**config.mk**
```make
export PLATFORM = sky130hd
export DESIGN_NAME = amm_perf_meter
export DESIGN_NICKNAME = d
export VERILOG_FILES = /design/src/rtl/amm_perf_meter.sv
export SDC_FILE = /design/constraint.sdc
export NUM_CORES = 1
export LEC_CHECK = 0
export BUFFER_PORTS_ARGS = -buffer_cell sky130_fd_sc_hd__buf_2
export CAP_MARGIN = 30
export CELL_PAD_IN_SITES_DETAIL_PLACEMENT = 1
export CELL_PAD_IN_SITES_GLOBAL_PLACEMENT = 1
export CORE_AREA = 4 4 318 320
export CTS_BUF_LIST = sky130_fd_sc_hd__clkbuf_2
export DETAILED_ROUTE_END_ITERATION = 7
export DIE_AREA = 0 0 322 324
export MAX_ROUTING_LAYER = met4
export PLACE_DENSITY_LB_ADDON = 0.2
export SYNTH_ARGS = -nofsm -noshare
export SYNTH_HDL_FRONTEND = slang
export SYNTH_SLANG_ARGS = --single-unit
```
**constraint.sdc**
```tcl
create_clock -name clk_i -period 8.1 [get_ports clk_i]
set_clock_uncertainty 0.2 [all_clocks]
set_input_delay 0.81 -clock clk_i [delete_from_list [all_inputs] [get_ports clk_i]]
set_output_delay 0.81 -clock clk_i [all_outputs]
set_load 0.03 [all_outputs]
```
**src/rtl/amm_perf_meter.sv**
```systemverilog
// amm_perf_meter: passive Avalon-MM performance meter.
// Snoops one Avalon-MM master port and counts accepted write beats, written bytes,
// read requests and returned read beats. Per-transaction read latency (min/max/sum)
// is measured by stamping each accepted read into an outstanding-request FIFO and
// comparing against the tick timer on the first returned beat.
//
// Ports:
//   clk_i            memory clock (sole clock)
//   rst_i            asynchronous active-low reset
//   start_i          pulse: clear all results and enter RUN (wins over stop_i)
//   stop_i           pulse: stop counting new commands, drain outstanding reads
//   read_i/write_i   snooped command strobes
//   waitrequest_i    snooped waitrequest; command accepted when strobe & ~waitrequest_i
//   burstcount_i     snooped burstcount (0 treated as 1)
//   byteenable_i     snooped byteenable
//   readdatavalid_i  snooped read-data beat strobe
//   busy_o           high in RUN or DRAIN
//   overflow_o       sticky: read accepted while the FIFO was full (latency frozen)
//   proto_err_o      sticky: read beat seen with no outstanding transaction
//   wr_beats_o, wr_bytes_o, rd_reqs_o, rd_beats_o   saturating event counters
//   lat_min_o, lat_max_o, lat_sum_o                 read latency statistics in ticks
module amm_perf_meter #(
  parameter int unsigned AMM_DATA_W  = 128,
  parameter int unsigned AMM_BURST_W = 11,
  parameter int unsigned OUTST_DEPTH = 16,
  parameter int unsigned CNT_W       = 32
) (
  input  logic                    clk_i,
  input  logic                    rst_i,
  input  logic                    start_i,
  input  logic                    stop_i,
  input  logic                    read_i,
  input  logic                    write_i,
  input  logic                    waitrequest_i,
  input  logic [AMM_BURST_W-1:0]  burstcount_i,
  input  logic [AMM_DATA_W/8-1:0] byteenable_i,
  input  logic                    readdatavalid_i,
  output logic                    busy_o,
  output logic                    overflow_o,
  output logic                    proto_err_o,
  output logic [CNT_W-1:0]        wr_beats_o,
  output logic [CNT_W-1:0]        wr_bytes_o,
  output logic [CNT_W-1:0]        rd_reqs_o,
  output logic [CNT_W-1:0]        rd_beats_o,
  output logic [CNT_W-1:0]        lat_min_o,
  output logic [CNT_W-1:0]        lat_max_o,
  output logic [CNT_W-1:0]        lat_sum_o
);

  localparam int unsigned BE_W   = AMM_DATA_W / 8;
  localparam int unsigned PTR_W  = $clog2(OUTST_DEPTH);
  localparam int unsigned FCNT_W = $clog2(OUTST_DEPTH + 1);
  localparam int unsigned PC_W   = $clog2(BE_W + 1);
  // Wide enough to hold counter + popcount without losing the carry.
  localparam int unsigned WIDE_W = ((CNT_W > PC_W) ? CNT_W : PC_W) + 1;

  localparam logic [1:0] ST_IDLE  = 2'd0;
  localparam logic [1:0] ST_RUN   = 2'd1;
  localparam logic [1:0] ST_DRAIN = 2'd2;

  function automatic logic [CNT_W-1:0] sat_add(input logic [CNT_W-1:0] a,
                                               input logic [CNT_W-1:0] b);
    logic [CNT_W:0] s;
    s = {1'b0, a} + {1'b0, b};
    return s[CNT_W] ? {CNT_W{1'b1}} : s[CNT_W-1:0];
  endfunction

  logic [1:0]             r_state;
  logic [CNT_W-1:0]       r_tick;
  logic [PTR_W-1:0]       r_wr_ptr;
  logic [PTR_W-1:0]       r_rd_ptr;
  logic [FCNT_W-1:0]      r_fifo_cnt;
  logic [AMM_BURST_W-1:0] r_beats_left;
  logic                   r_overflow;
  logic                   r_proto_err;
  logic [CNT_W-1:0]       r_wr_beats;
  logic [CNT_W-1:0]       r_wr_bytes;
  logic [CNT_W-1:0]       r_rd_reqs;
  logic [CNT_W-1:0]       r_rd_beats;
  logic [CNT_W-1:0]       r_lat_min;
  logic [CNT_W-1:0]       r_lat_max;
  logic [CNT_W-1:0]       r_lat_sum;
  logic [CNT_W-1:0]       r_stamp_mem [OUTST_DEPTH];
  logic [AMM_BURST_W-1:0] r_burst_mem [OUTST_DEPTH];

  logic                   w_run;
  logic                   w_active;
  logic                   w_wr_acc;
  logic                   w_rd_acc;
  logic                   w_beat;
  logic                   w_empty;
  logic                   w_full;
  logic [CNT_W-1:0]       w_head_stamp;
  logic [AMM_BURST_W-1:0] w_head_burst;
  logic [AMM_BURST_W-1:0] w_head_len;
  logic                   w_first;
  logic                   w_pop;
  logic                   w_push;
  logic                   w_ovf_evt;
  logic [FCNT_W-1:0]      w_fifo_cnt_nxt;
  logic [CNT_W-1:0]       w_lat;
  logic                   w_lat_upd;
  logic [PC_W-1:0]        w_be_cnt;
  logic [WIDE_W-1:0]      w_bytes_sum;
  logic [CNT_W-1:0]       w_bytes_nxt;
  logic [1:0]             w_state_nxt;

  assign w_run    = (r_state == ST_RUN);
  assign w_active = (r_state != ST_IDLE);
  assign w_wr_acc = w_run & write_i & ~waitrequest_i;
  assign w_rd_acc = w_run & read_i & ~waitrequest_i;
  // Beats of reads already in flight keep arriving during DRAIN.
  assign w_beat   = w_active & readdatavalid_i;

  assign w_empty      = (r_fifo_cnt == '0);
  assign w_full       = (r_fifo_cnt == FCNT_W'(OUTST_DEPTH));
  assign w_head_stamp = r_stamp_mem[r_rd_ptr];
  assign w_head_burst = r_burst_mem[r_rd_ptr];
  assign w_head_len   = (w_head_burst == '0) ? AMM_BURST_W'(1) : w_head_burst;

  // r_beats_left == 0 means the next beat opens the head transaction.
  assign w_first   = w_beat & ~w_empty & (r_beats_left == '0);
  assign w_pop     = w_beat & ~w_empty &
                     (((r_beats_left == '0) && (w_head_len == AMM_BURST_W'(1))) ||
                      (r_beats_left == AMM_BURST_W'(1)));
  // A simultaneous pop frees a slot, so a push into a full FIFO is still legal.
  assign w_push    = w_rd_acc & (~w_full | w_pop);
  assign w_ovf_evt = w_rd_acc & w_full & ~w_pop;

  assign w_fifo_cnt_nxt = r_fifo_cnt + FCNT_W'(w_push) - FCNT_W'(w_pop);

  // Modulo subtraction handles tick timer wrap.
  assign w_lat     = r_tick - w_head_stamp;
  assign w_lat_upd = w_first & ~r_overflow;

  always_comb begin
    w_be_cnt = '0;
    for (int i = 0; i < int'(BE_W); i++) begin
      w_be_cnt = w_be_cnt + PC_W'(byteenable_i[i]);
    end
  end

  assign w_bytes_sum = WIDE_W'(r_wr_bytes) + WIDE_W'(w_be_cnt);
  assign w_bytes_nxt = (w_bytes_sum > WIDE_W'({CNT_W{1'b1}})) ? {CNT_W{1'b1}}
                                                              : w_bytes_sum[CNT_W-1:0];

  always_comb begin
    w_state_nxt = r_state;
    if (start_i) begin
      w_state_nxt = ST_RUN;
    end else begin
      case (r_state)
        ST_IDLE:  w_state_nxt = ST_IDLE;
        ST_RUN: begin
          if (stop_i) w_state_nxt = (w_fifo_cnt_nxt == '0) ? ST_IDLE : ST_DRAIN;
        end
        ST_DRAIN: begin
          if (w_fifo_cnt_nxt == '0) w_state_nxt = ST_IDLE;
        end
        default:  w_state_nxt = ST_IDLE;
      endcase
    end
  end

  always_ff @(posedge clk_i or negedge rst_i) begin
    if (!rst_i) begin
      r_state      <= ST_IDLE;
      r_tick       <= '0;
      r_wr_ptr     <= '0;
      r_rd_ptr     <= '0;
      r_fifo_cnt   <= '0;
      r_beats_left <= '0;
      r_overflow   <= 1'b0;
      r_proto_err  <= 1'b0;
      r_wr_beats   <= '0;
      r_wr_bytes   <= '0;
      r_rd_reqs    <= '0;
      r_rd_beats   <= '0;
      r_lat_min    <= '1;
      r_lat_max    <= '0;
      r_lat_sum    <= '0;
    end else begin
      r_state <= w_state_nxt;
      if (start_i) begin
        // Events in the start cycle are discarded along with the old results.
        r_tick       <= '0;
        r_wr_ptr     <= '0;
        r_rd_ptr     <= '0;
        r_fifo_cnt   <= '0;
        r_beats_left <= '0;
        r_overflow   <= 1'b0;
        r_proto_err  <= 1'b0;
        r_wr_beats   <= '0;
        r_wr_bytes   <= '0;
        r_rd_reqs    <= '0;
        r_rd_beats   <= '0;
        r_lat_min    <= '1;
        r_lat_max    <= '0;
        r_lat_sum    <= '0;
      end else begin
        if (w_active) r_tick <= r_tick + CNT_W'(1);
        if (w_wr_acc) begin
          r_wr_beats <= sat_add(r_wr_beats, CNT_W'(1));
          r_wr_bytes <= w_bytes_nxt;
        end
        if (w_rd_acc) r_rd_reqs <= sat_add(r_rd_reqs, CNT_W'(1));
        if (w_beat) r_rd_beats <= sat_add(r_rd_beats, CNT_W'(1));
        if (w_beat && w_empty) r_proto_err <= 1'b1;
        if (w_ovf_evt) r_overflow <= 1'b1;
        if (w_push) r_wr_ptr <= r_wr_ptr + PTR_W'(1);
        if (w_pop) r_rd_ptr <= r_rd_ptr + PTR_W'(1);
        r_fifo_cnt <= w_fifo_cnt_nxt;
        if (w_beat && !w_empty) begin
          r_beats_left <= w_first ? (w_head_len - AMM_BURST_W'(1))
                                  : (r_beats_left - AMM_BURST_W'(1));
        end
        if (w_lat_upd) begin
          if (w_lat < r_lat_min) r_lat_min <= w_lat;
          if (w_lat > r_lat_max) r_lat_max <= w_lat;
          r_lat_sum <= sat_add(r_lat_sum, w_lat);
        end
      end
    end
  end

  // FIFO storage needs no reset: occupancy is tracked by the pointers and count.
  always_ff @(posedge clk_i) begin
    if (!start_i && w_push) begin
      r_stamp_mem[r_wr_ptr] <= r_tick;
      r_burst_mem[r_wr_ptr] <= burstcount_i;
    end
  end

  assign busy_o      = w_active;
  assign overflow_o  = r_overflow;
  assign proto_err_o = r_proto_err;
  assign wr_beats_o  = r_wr_beats;
  assign wr_bytes_o  = r_wr_bytes;
  assign rd_reqs_o   = r_rd_reqs;
  assign rd_beats_o  = r_rd_beats;
  assign lat_min_o   = r_lat_min;
  assign lat_max_o   = r_lat_max;
  assign lat_sum_o   = r_lat_sum;

endmodule

```
* Yosys cells after proc, flatten, opt, wreduce, memory -nomap -nowiden
Memory sizes are Yosys's and may differ from the RTL's.
Cells that the tools add are included.
** Word-level totals
- Bits in registers :: 284
- Bits in latches :: 0
- RAM bits :: 688
- ROM bits :: 0
- Input bits :: 35
- Output and inout bits :: 227
- Word-level logic and storage cells :: 143
- Memories kept :: 2
** Operators by class
- $add $sub $neg :: 28
- $mul :: 0
- Divide/modulo/power cells :: 0
- $lt $le $gt $ge :: 3
- Equality and inequality tests :: 7
- Shifts and indexed selects :: 0
- Mux-type cells :: 43
- Bitwise operators :: 18
- Reductions and logical operators :: 27
** Memories
- r_stamp_mem :: words 16, width 32, read ports 1, clocked after Yosys merged registers in 0, write ports 1, RTL line 83 : logic [CNT_W-1:0] r_stamp_mem [OUTST_DEPTH];
- r_burst_mem :: words 16, width 11, read ports 1, clocked after Yosys merged registers in 0, write ports 1, RTL line 84 : logic [AMM_BURST_W-1:0] r_burst_mem [OUTST_DEPTH];
** Operators by type and width (count)
- two-way mux 32 bit :: 23
- adder 32 x 1 -> 33 bit, second input constant :: 3
- adder 5 x 1 -> 5 bit :: 12
- two-way mux 11 bit :: 4
- adder 32 x 32 -> 33 bit :: 1
- adder 32 x 5 -> 33 bit :: 1
- > comparator 33 x 32 -> 1 bit, second input constant :: 1
- adder 32 x 1 -> 32 bit, second input constant :: 1
- > comparator 32 bit :: 1
- < comparator 32 bit :: 1
- subtractor 32 bit :: 1
- nonzero test 2 bit :: 13
- equality test 11 x 1 -> 1 bit, second input constant :: 2
- zero test 11 bit :: 2
- subtractor 11 x 1 -> 11 bit, second input constant :: 2
- two-way mux 4 bit :: 4
- bitwise AND 1 bit :: 12
- zero test 5 bit :: 2
- adder 4 x 1 -> 4 bit, second input constant :: 2
- two-way mux 2 bit :: 4
- two-way mux 1 bit :: 6
- inequality test 3 bit, second input constant :: 2
- AND reduction 2 bit :: 3
- adder 4 x 1 -> 5 bit :: 1
- other kinds (14) :: 22

* Longest topological paths before layout
- Depth in word-level cells :: 20
- Depth in mapped cells :: 32
- Mapped depth without buffers :: 24

* Worst setup path after synthesis
No wires, ideal clock.
- Kind :: register to register
- From :: register r_rd_ptr[1]
- To :: memory r_burst_mem[4][0] (enable)
- Library setup time :: 0.506 ns
- Arrival time :: 6.869 ns
- Data required time :: 7.394 ns
- Setup slack :: 0.525 ns
- Cell stages (with the launch flop) :: 16
- Buffers on the path :: 3
- Cell sequence :: dfrtp_1 clkbuf_1 clkbuf_1 mux4_2 a22oi_1 nand2_1 or4b_4 or3_1 o21bai_1 ha_1 nand4_1 nor4_4 o211a_1 buf_2 nand2_1 nor3b_1
** On the way
- Word-level cells in the longest chain between the ends :: 12
** RTL lines
- start, declared :: RTL line 71 : logic [PTR_W-1:0] r_rd_ptr;
- start signal, assigned :: RTL line 211 : if (w_pop) r_rd_ptr <= r_rd_ptr + PTR_W'(1);
- memory read (16 x 11 bit) (*)
- zero test 11 bit :: RTL line 119 : assign w_head_len = (w_head_burst == '0) ? AMM_BURST_W'(1) : w_head_burst;
- two-way mux 11 bit (*) :: RTL line 119
- equality test 11 x 1 -> 1 bit (*) :: RTL line 124 : (((r_beats_left == '0) && (w_head_len == AMM_BURST_W'(1))) ||
- logical AND 1 bit (*) :: RTL line 124
- logical OR 1 bit (*) :: RTL line 124
- bitwise AND 1 bit (*) :: RTL line 123 : assign w_pop = w_beat & ~w_empty &
- OR 1 bit (*) :: RTL line 127 : assign w_push = w_rd_acc & (~w_full | w_pop);
- bitwise AND 1 bit (*) :: RTL line 127
- logical AND 1 bit (*) :: RTL line 228 : if (!start_i && w_push) begin
- two-way mux 1 bit (*) :: RTL line 228
- two-way mux 1 bit (not written as such) (*) :: RTL line 230 : r_burst_mem[r_wr_ptr] <= burstcount_i;
- end, declared :: RTL line 84
Mark *: on every way between the ends. The rest lies on a longest branch, timed or not.

* Worst setup path in the final report
- From :: register r_rd_ptr[1]
- To :: register r_lat_max[13], in the netlist lat_max_o[13]
** On the way
- Word-level cells in the longest chain between the ends :: 5
** RTL lines
- memory read (16 x 32 bit) (*)
- subtractor 32 bit (*) :: RTL line 133 : assign w_lat = r_tick - w_head_stamp;
- > comparator 32 bit / two-way mux 32 bit (equally long branches) :: RTL line 219 : if (w_lat > r_lat_max) r_lat_max <= w_lat;
- nonzero test 2 bit (no source line) / two-way mux 32 bit (equally long branches)
- AND reduction 2 bit (no source line) / two-way mux 32 bit (equally long branches)
- end signal, assigned :: RTL line 219
- end, declared :: RTL line 81 : logic [CNT_W-1:0] r_lat_max;
Mark *: on every way between the ends. The rest lies on a longest branch, timed or not. The select of a mux whose other input is x is not followed.
A chain may end at the register's enable or synchronous reset.

==> qor.txt <==
status -> finished, final reports clean
initial DRC count -> 2638
synth warn -> 0
total power -> 0.0119 W
CTS Buffer Depth -> 3
Mapped Nets -> 3701
Yosys top cell by area -> edfxtp_1
crit-path max FO -> 36
Area Overhead vs Synth -> 12.9%
drt first pass iters -> 7
Die H -> 324 um
wire per inst -> 25.1 um
placer's final routability congestion estimate -> 0.893
end of the critical path -> lat_max_o[13]$_DFFE_PN0P_
final worst path period need -> 7.59 ns
most frequent cells in the layout -> edfxtp_1 (688), clkbuf_2 (345), buf_2 (259), dfrtp_1 (248), nor2_1 (234)
CTS tree -> yes
DP Wirelength -> 88200 um
Area after DPL -> 0.0490 sq mm
synth unique cells -> 84
largest cells by area after synthesis -> edfxtp_1 (45%), dfrtp_1 (14%), mux4_2 (5.0%)
initial antenna violation count -> 1
relative slew slack -> 32.5%
routed via count -> 32700
Hold WS -> 0.193 ns
DRT antenna net count -> 0
CTS root buf -> clkbuf_2
data arrival time of the worst path -> 8.72 ns
Cells after Synth -> 3498
total gr overflow -> 0
Reg2Reg Depth -> 25
post-route cell area -> 0.0517 sq mm
WHS Path Cells -> 7
IO Port Bufs -> 261
fin crit share -> 93.7%
area of the mapped netlist -> 0.0458 sq mm
vias per inst -> 5.98
CTS Buf Count -> 241
die area -> 0.104 sq mm
hold violation count in the final report -> 0
fmax -> 132 MHz
Finish-stage setup viols -> 0
Worst setup SP type -> register
Fill cells -> 10300
# DRC -> 0
num rows -> 115
Crit path required time -> 9.23 ns
layout cells sized above 1 -> 21.6%
Worst R2R End -> lat_max_o[13]$_DFFE_PN0P_
vias in the first global route -> 34200
die width -> 322 um
Seq/Total Area, Yosys -> 60.7%
P per Cell Area -> 230 mW/mm^2
I/O pins -> 262
post-synth top area share -> 45.1%
Slew Viols, Final -> 0
critical path class -> reg -> reg
H-tree depth -> 4
flop2flop setup slack -> 0.51 ns
Crit. End Element -> register
number of synthesized register bits -> 972
Worst Tran Pin Value -> 1.01 ns
HP Class -> in -> reg
Leakage -> 20.0 nW
Tot GR Track Use -> 27.1%
Initial Util -> 46.7%
first-pass GRT wire length -> 210000 um
worst r2r src -> r_rd_ptr[1]$_DFFE_PN0P_
Max-Cap Viols -> 0
NumNets Final -> 4171
EDFF count, synth -> 688
synthesized area per cell -> 13.1 sq um
Clock Latency Late Sink -> 1.54 ns
pin count of the biggest net entering global routing -> 126
Top FF cell, synth -> edfxtp_1
Async S/R FF share, synth -> 29.2%
Peak VDD IR -> 0.115 mV
setup TNS -> 0 ns
Core ar. -> 0.0981 sq mm
CP startpoint -> r_rd_ptr[1]$_DFFE_PN0P_
commonest non-fill, non-tap cell in the layout -> edfxtp_1
RSZ-0062 raised after global routing -> false
Reg clk slew, reported paths -> 0.12 ns
final WL -> 137000 um
CTS sink count -> 972
-- sequential cells by signal, indices dropped and copies added, names as in the netlist --
| signal | count |
|---|---|
| lat_min_o | 32 |
| lat_max_o | 32 |
| r_beats_left | 11 |
| r_tick | 32 |
| lat_sum_o | 32 |
| wr_beats_o | 32 |
| r_fifo_cnt | 5 |
| r_wr_ptr | 4 |
| r_state | 2 |
| proto_err_o | 1 |
| wr_bytes_o | 32 |
| rd_beats_o | 32 |
| overflow_o | 1 |
| r_stamp_mem | 512 |
| r_burst_mem | 176 |
| r_rd_ptr | 4 |
| rd_reqs_o | 32 |
-- worst max-delay path, stage by stage (launching register included) --
cell and delay [ns]:
dfrtp_4 0.62, buf_4 0.59, mux4_2 0.40, a22oi_1 0.20
nand2_1 0.10, ha_1 0.22, inv_1 0.08, fa_1 0.20
a21o_1 0.12, a21o_1 0.18, a31oi_1 0.26, or4_1 0.71
nor4bb_2 0.25, o211a_1 0.26, or3_1 0.38, and2_1 0.19
ha_1 0.31, nand4_1 0.16, nor4_1 0.53, nand4b_1 0.28
o2111ai_1 0.17, a31o_2 0.16, nand2_1 0.28, buf_4 0.32
nand2_1 0.08, a21oi_1 0.07
-- Yosys cell counts, drive strengths merged, types with 9 or more instances --
library cell	number
ha	153
o211ai	35
nand3	97
a211o	14
and3	47
nor2b	18
buf	31
o21ai	158
a22oi	18
and2	23
inv	156
xor2	45
edfxtp	688
fa	15
nand2	208
and4	16
a221oi	105
mux2i	152
a31oi	33
a21oi	222
nor2	238
nand4	43
nand2b	15
a21o	47
mux4	107
dfstp	32
clkbuf	133
a211oi	48
nor3	58
o2111ai	9
o21a	50
or3	18
a311oi	23
nor4	16
dfrtp	252
xnor2	49
-- logic make-up after synthesis --
family                     Yosys count  synth area share, %
muxes                              260                 8.66
AOI/OAI and AO/OA                  848                 12.4
xor gates and xnor gates            94                 1.80
and+or+nand+nor                    836                 8.87
adders and majority gates          168                 4.84
DFF                                972                 60.7
buffers and inverters              320                 2.73
-- where the power goes --
group | switching, W | internal, W | leakage (nW)
registers | 0.000232 | 0.00555 | 10.2
logic | 0.00182 | 0.000991 | 8.17
clock network | 0.00208 | 0.00121 | 1.66
total | 0.00413 | 0.00776 | 20.0
-- how the worst min path moves through the flow --
stage | from | endpoint | slack [ns]
floorplan | rst_i | lat_max_o[0]$_DFFE_PN0P_ | 0.31
global placement | proto_err_o$_DFFE_PN0P_ | proto_err_o$_DFFE_PN0P_ | 0.27
detailed placement | wr_beats_o[10]$_DFFE_PN0P_ | wr_beats_o[10]$_DFFE_PN0P_ | 0.32
CTS | byteenable_i[6] | wr_bytes_o[1]$_DFFE_PN0P_ | 0.02
global route | byteenable_i[6] | wr_bytes_o[1]$_DFFE_PN0P_ | 0.10
finish | byteenable_i[6] | wr_bytes_o[1]$_DFFE_PN0P_ | 0.19
-- area by class of cell --
type | count | area, sq um | area share [%]
repair buffers | 391 | 2620 | 5.06
clock inverters | 106 | 488 | 0.944
clock buffers | 345 | 1730 | 3.34
diodes | 2 | 5.00 | 0.00968
multi-input cells | 2206 | 16900 | 32.6
inverters | 156 | 587 | 1.13
flip-flops and latches | 972 | 27800 | 53.8
well taps | 1287 | 1610 | 3.11
-- routing by layer --
metal | global-route usage, % | routed length (um) | up-vias | share of wire, %
met3 | 4.28 | 7720 | 232 | 5.6
met5 | - | 0 | - | 0
met2 | 44.0 | 66500 | 1057 | 49
met4 | 8.15 | 3400 | 0 | 2.5
li1 | - | - | 14600 | -
met1 | 35.6 | 59400 | 16800 | 43
-- repair_timing --
action | in CTS | in global routing
gates resized for setup | 1 | 2
hold buffers | 43 | 0
endpoints found under the setup margin | 7 | 89
gates cloned | 0 | 0
hold endpoints to repair | 665 | 0
setup buffers | 0 | 1
-- stage by stage --
stage	util [%]	std cells	setup WS [ns]
global placement	49.9	4966	0.278
detailed placement	49.9	4968	0.0360
global route	52.7	5465	0.0342
CTS	52.7	5462	0.123
floorplan	-	3498	0.525
finish	52.7	5465	0.511
No activity file was read; power rests on OpenSTA's default activity.
